[src/rtl/seq_shifter.sv]
// Multi-cycle shifter: SLL/SRL/SRA/ROR applied at most STEP bits per clock.
// Three-state control (IDLE/SHIFT/DONE) with back-to-back start and flush abort.
module seq_shifter #(
  parameter int N    = 32,
  parameter int STEP = 4,
  localparam int SW  = $clog2(N)
) (
  input  logic          clk,
  input  logic          rst_n,
  input  logic          start,
  input  logic          flush,
  input  logic [N-1:0]  A,
  input  logic [SW-1:0] shamt,
  input  logic [1:0]    mode,
  output logic          busy,
  output logic          done,
  output logic [N-1:0]  out
);

  typedef enum logic [1:0] {
    IDLE  = 2'd0,
    SHIFT = 2'd1,
    DONE  = 2'd2
  } state_e;

  localparam logic [SW-1:0] STEP_W = SW'(STEP);
  localparam logic [SW:0]   N_W    = (SW+1)'(N);

  localparam logic [1:0] MODE_SLL = 2'b00;
  localparam logic [1:0] MODE_SRL = 2'b01;
  localparam logic [1:0] MODE_SRA = 2'b10;

  state_e        state_q, state_d;
  logic [N-1:0]  work_q, work_d;
  logic [SW-1:0] rem_q, rem_d;
  logic [1:0]    mode_q, mode_d;
  logic [N-1:0]  out_q, out_d;

  logic [SW-1:0] k;
  logic [SW:0]   k_ext;
  logic [N-1:0]  shifted;

  // Step size for this cycle; k never exceeds rem so rem cannot underflow.
  always_comb begin
    k       = (rem_q < STEP_W) ? rem_q : STEP_W;
    k_ext   = {1'b0, k};
    shifted = work_q;
    case (mode_q)
      MODE_SLL: shifted = work_q << k;
      MODE_SRL: shifted = work_q >> k;
      MODE_SRA: shifted = $signed(work_q) >>> k;
      default:  shifted = (work_q >> k) | (work_q << (N_W - k_ext));
    endcase
  end

  always_comb begin
    state_d = state_q;
    work_d  = work_q;
    rem_d   = rem_q;
    mode_d  = mode_q;
    out_d   = out_q;
    if (flush) begin
      state_d = IDLE;
    end else begin
      case (state_q)
        SHIFT: begin
          work_d = shifted;
          rem_d  = rem_q - k;
          if (rem_q <= STEP_W) state_d = DONE;
        end
        IDLE, DONE: begin
          if (start) begin
            work_d  = A;
            rem_d   = shamt;
            mode_d  = mode;
            state_d = (shamt != '0) ? SHIFT : DONE;
          end else begin
            state_d = IDLE;
          end
        end
        default: state_d = IDLE;
      endcase
      // Result is captured only when (re-)entering DONE.
      if (state_d == DONE) out_d = work_d;
    end
  end

  always_ff @(posedge clk or negedge rst_n) begin
    if (!rst_n) begin
      state_q <= IDLE;
      work_q  <= '0;
      rem_q   <= '0;
      mode_q  <= 2'b00;
      out_q   <= '0;
    end else begin
      state_q <= state_d;
      work_q  <= work_d;
      rem_q   <= rem_d;
      mode_q  <= mode_d;
      out_q   <= out_d;
    end
  end

  assign busy = (state_q == SHIFT);
  assign done = (state_q == DONE);
  assign out  = out_q;

endmodule

[config.mk]
export PLATFORM = sky130hd
export DESIGN_NAME = seq_shifter
export DESIGN_NICKNAME = d
export VERILOG_FILES = /design/src/rtl/seq_shifter.sv
export SDC_FILE = /design/constraint.sdc
export NUM_CORES = 1
export LEC_CHECK = 0
export ABC_AREA = 1
export CAP_MARGIN = 25
export CORE_MARGIN = 2
export CORE_UTILIZATION = 31
export DETAILED_ROUTE_END_ITERATION = 6
export SKIP_CTS_REPAIR_TIMING = 1
export SYNTH_ARGS = -nofsm -noshare
export SYNTH_HDL_FRONTEND = slang
export SYNTH_SLANG_ARGS = --single-unit
[constraint.sdc]
create_clock -name clk -period 5.5 [get_ports clk]
set_input_delay 1.65 -clock clk [delete_from_list [all_inputs] [get_ports clk]]
set_output_delay 1.65 -clock clk [all_outputs]
set_load 0.02 [all_outputs]
### After elaboration in Yosys (flattened, before gate mapping)

Index checks and enable logic that the tools add are counted.

* shift-type cells: 4
* bitwise operators: 2
* $lt $le $gt $ge: 2
* add/subtract/negate cells: 2
* multiplexer cells: 12
* equal/unequal tests: 6
* reduce and logical (&&, ||, !) cells: 8

Operator list (count)
* case mux 32 bit (3 select lines): 1
* case mux 32 bit (2 select lines): 1
* two-way mux 32 bit: 1
* OR 32 bit: 1
* left shift 32 x 5 -> 32 bit: 1
* left shift 32 x 6 -> 32 bit: 1
* right shift 32 x 5 -> 32 bit: 1
* >>> shifter 32 x 5 -> 32 bit: 1
* two-way mux 2 bit: 5
* two-way mux 5 bit: 2
* case mux 5 bit (2 select lines): 1
* equality test 2 bit, second input constant: 3
* AND reduction 3 bit: 2
* subtractor 6 x 5 -> 6 bit, first input constant: 1
* less-or-equal comparator 5 x 3 -> 1 bit, second input constant: 1
* less-than comparator 5 x 3 -> 1 bit, second input constant: 1
* nonzero test 5 bit: 1
* subtractor 5 bit: 1
* equality test 2 x 1 -> 1 bit, second input constant: 2
* logical NOT 2 bit: 2
* case mux 2 bit (2 select lines): 1
* != test 2 bit, second input constant: 1
* AND reduction 2 bit: 1
* nonzero test 2 bit: 1
* 2 further kinds: 2

* word-level logic and storage cells: 41
* flip-flop bits (word level): 73
* bits of input ports: 43

### Logic depth before layout (Yosys ltp)

* depth in word-level cells: 7
* gate-level depth with buffers: 21
* gate-level depth less buffers: 20

### Worst setup path after synthesis

No wires, ideal clock.

* path type: input -> register
* start: input port start
* end: register out_q[7], in the netlist out[7]
* slack: 2737 ps
* buffers on the path: 1
* cell stages on the path: 8
* data required time: 5380 ps
* arrival: 2643 ps
* cell sequence: nand2_1 nor2_1 nand2_1 nand2_1 buf_1 nand3_1 o21ai_0 inv_1

* word-level cells in the longest chain between the ends: 5
* elaborated cells on any way between the ends: 7

RTL lines
* start, declared: line 10 `input logic start,`
* two-way mux 2 bit: line 72 `if (start) begin`
* case mux 2 bit (2 select lines): line 65 `case (state_q)`
* two-way mux 2 bit: line 62 `if (flush) begin`
* equality test 2 bit: line 84 `if (state_d == DONE) out_d = work_d;`
* AND reduction 2 bit (no source line)
* end signal, assigned: line 100 `out_q <= out_d;`
* end, declared: line 37 `logic [N-1:0] out_q, out_d;`

Parallel ways exist; a longest one is shown, timed or not. The select of a mux whose other input is x is not followed.
A chain may end at the register's enable or synchronous reset.

### Worst setup path in the final report

* start: register rem_q[3]
* end: register work_q[30]

* word-level cells in the longest chain between the ends: 7
* elaborated cells on any way between the ends: 10

RTL lines
* start, declared: line 35 `logic [SW-1:0] rem_q, rem_d;`
* start signal, assigned: line 98 `rem_q <= rem_d;`
* less-than comparator 5 x 3 -> 1 bit: line 45 `k = (rem_q < STEP_W) ? rem_q : STEP_W;`
* two-way mux 5 bit *: line 45
* subtractor 6 x 5 -> 6 bit: line 52 `default: shifted = (work_q >> k) | (work_q << (N_W - k_ext));`
* left shift 32 x 6 -> 32 bit: line 52
* OR 32 bit: line 52
* case mux 32 bit (3 select lines) *: line 48 `case (mode_q)`
* case mux 32 bit (2 select lines) *: line 65
* end signal, assigned: line 97 `work_q <= work_d;`
* end, declared: line 34 `logic [N-1:0] work_q, work_d;`

Mark *: on every way between the ends. The rest lies on a longest branch, timed or not.

==> metrics.md <==
| Metric | Value |
|---|---|
| Vias per cell | 5.39 |
| Vias in the first global route | 7075 |
| RD Place Congestion | 0.954 |
| Post-Route WL | 25100 um |
| P_leak | 3.80 nW |
| Final setup violation count | 0 |
| Global-route wire length before repair | 40000 um |
| Fmax | 291 MHz |
| Wire per inst | 18.2 um |
| Ant. Diodes | 0 |
| TritonCTS Buffers | 9 |
| Pins Over Slew Limit | 0 |
| Met3 usage | 4.38% |
| Status | completed |
| Most frequent cells in the layout | nand2_1 (415), inv_1 (95), nand3_1 (95), o21ai_0 (76), clkdlybuf4s50_1 (75) |
| Most common cell after layout, fill and taps aside | nand2_1 |
| Multi-input logic area | 0.00381 mm2 |
| Max Clock Skew | 0.00652 ns |
| Tot GR Track Use | 23.5% |
| Simple-Gate Fraction of Synth Area | 40.9% |
| Grt total ovfl | 0 |
| Syn. warnings | 0 |
| Post-synthesis mux area share | 0% |
| Die ar. | 0.0215 mm2 |
| Post-Synth Adder-Cell Area | 0.397% |
| Crit start category | register |
| Register area | 0.00183 mm2 |
| Drt first pass iters | 6 |
| Met2 Use GR | 34.3% |
| Worst min-delay path class | reg2reg |
| Register area share after synthesis | 29.0% |
| Total Nets Final | 1153 |
| FF+latch count, synth | 73 |
| Register-to-Register Path Depth | 17 |
| R2R Path Start | rem_q[3] |
| Worst slew pin tran | 0.670 ns |
| Post-synth top area share | 29.0% |
| Clock slew at reported path FFs | 0.06 ns |
| GRT busiest layer | met2 |
| Mapped cell area | 0.00631 mm2 |
| Row cnt | 52 |
| TritonCTS clock tree | done |
| Largest net degree at the start of global routing | 45 |
| Syn nets | 1101 |
| Share of flip-flops with an asynchronous set or reset | 100% |
| Vert. Die Dim | 147 um |
| PortBufs | 76 |
| Met1 Use GR | 33.6% |
| DR vias | 7443 |
| Largest family of logic cells by synthesized area | simple AND/OR/NAND/NOR gates |
| CTS Sinks | 73 |
| RSZ-0062 raised after global routing | false |
| DP HPWL | 18400 um |
| Drc violations | 0 |
| CP arrival | 3.67 ns |
| Overall Power | 3.84 mW |
| Initial Util | 31.4% |
| Clock latency at the later pin of the worst-skew pair | 0.34 ns |
| # IOs | 77 |
| Crit path required time | 5.73 ns |
| Slew margin rel. | 55.3% |
| H-tree depth | 3 |
| Worst vdd ir | 279 uV |
| Initial antenna violation count | 0 |
| Mean area per synthesized cell | 5.97 um2 |
| Crit path from | rem_q[3] |
| Synth unique cells | 42 |
| Critical path type | reg2reg |
| Fin. Hold Viols | 0 |
| Area grow syn2layout | 20.7% |
| Crit-path max FO | 42 |
| Worst Setup End Kind | register |
| Pwr dens | 505 mW/mm2 |
| Complex-gate fraction of the synthesized area | 19.0% |
| Total Neg Setup Slack | 0 ns |
| Die width | 147 um |
| DRT iter0 DRCs | 895 |
| Clock buffer depth | 2 |
| Tmin final | 3.43 ns |
| Final worst path period share | 62.4% |
| Area leader, netlist | dfrtp_1 |
| Max-cap violation count | 0 |
| EDFF count, synth | 0 |
| Post-DRT Antenna Nets | 0 |
| Fillers | 2183 |
| Synth top area cells | dfrtp_1 (29%), nand2_1 (25%), nand3_1 (7.5%), o21ai_0 (6.0%), inv_1 (5.7%) |
| Root buffer selected by CTS | clkbuf_16 |
| Ys flop type | dfrtp_1 |
| Synth Instances | 1056 |
| Layout cells sized above 1 | 6.12% |
| Hold_sp | work_q[6] |
| Core footprint | 0.0201 mm2 |
| Hold path cells | 2 |
| Post-Synth XOR/XNOR Area | 0% |
-- per-stage QoR --
stage,hold slack [ns],worst slack [ns],cell area [um2],util [%],cells
floorplan,0.449,2.74,6310,-,1056
global placement,0.467,1.76,7270,36.2,1367
detailed placement,0.465,1.72,7270,36.2,1367
CTS,0.484,2.07,7610,37.9,1382
global route,0.510,1.87,7610,37.9,1382
finish,0.479,2.07,7610,37.9,1382
-- where the power goes --
| part | internal, mW | leakage (nW) | switching, mW |
|---|---|---|---|
| Clock | 0.444 | 0.166 | 0.251 |
| Combinational | 0.755 | 2.74 | 1.50 |
| Sequential | 0.739 | 0.892 | 0.161 |
| Total | 1.94 | 3.80 | 1.91 |
-- state kept, by name (all words and copies together) (netlist names) --
signal and cells:
out 32, state_q 2, rem_q 5, work_q 32
mode_q 2
-- cell usage after synthesis (10+ instances only) --
cell      instances
nand2_1         415
a31oi_1          13
or2_2            10
clkbuf_1         22
o21ai_1          13
dfrtp_1          73
inv_2            10
nor2_1           67
nand4_1          10
nand3_1          95
o211ai_1         19
buf_2            17
a21oi_1          39
a22oi_1          17
o21ai_0          76
inv_1            95
-- cell type report --
type                       instances  area share (%)
clock buffer                       9            2.96
clock inverter                     6            1.53
inverter                         108            5.36
multi-input combinational        822            50.0
sequential                        73            24.0
tap                              270            4.44
timing repair buffer              94            11.7
-- per-layer routing --
layer  part of all wire, %  vias to the layer above
met1                    45                     3428
li1                      -                     3550
met3                   9.1                       69
met2                    42                      396
met4                   3.9                        0
met5                     0                        -
-- logic make-up (layout without fill, tap and decap cells) --
| family | Yosys count | count (layout) |
|---|---|---|
| AND/OR/NAND/NOR | 615 | 615 |
| AO/OA/AOI/OAI | 204 | 204 |
| buffers and inverters | 161 | 217 |
| flip-flops | 73 | 73 |
| adder cells (fa/ha/maj) | 2 | 2 |
| other | 1 | 1 |
-- final timing paths --
kind / slack [ns] / to
setup / recovery: 2.07 / work_q[30]
hold / removal: 0.48 / work_q[6]
setup reg to reg: 2.07 / work_q[30]
hold reg to reg: 0.48 / work_q[6]
max in group asynchronous: 3.33 / work_q[9]
min in group asynchronous: 1.22 / mode_q[0]
-- critical path, cell delays in order, from the launching register on --
cell and delay (ns):
dfrtp_1 0.48, nor2_8 0.27, nand3_4 0.46, ha_1 0.52, clkinv_1 0.24, buf_4 0.28, nand3_1 0.12, nand3_1 0.08
nand2_1 0.12, nand2_1 0.07, nand2_1 0.12, nand2_1 0.07, nand2_1 0.09, nand2_1 0.05, nand2_1 0.08, nand2_1 0.10
nand2_1 0.07, nand2_1 0.05
Note: power is estimated with default switching activity, not from simulation.
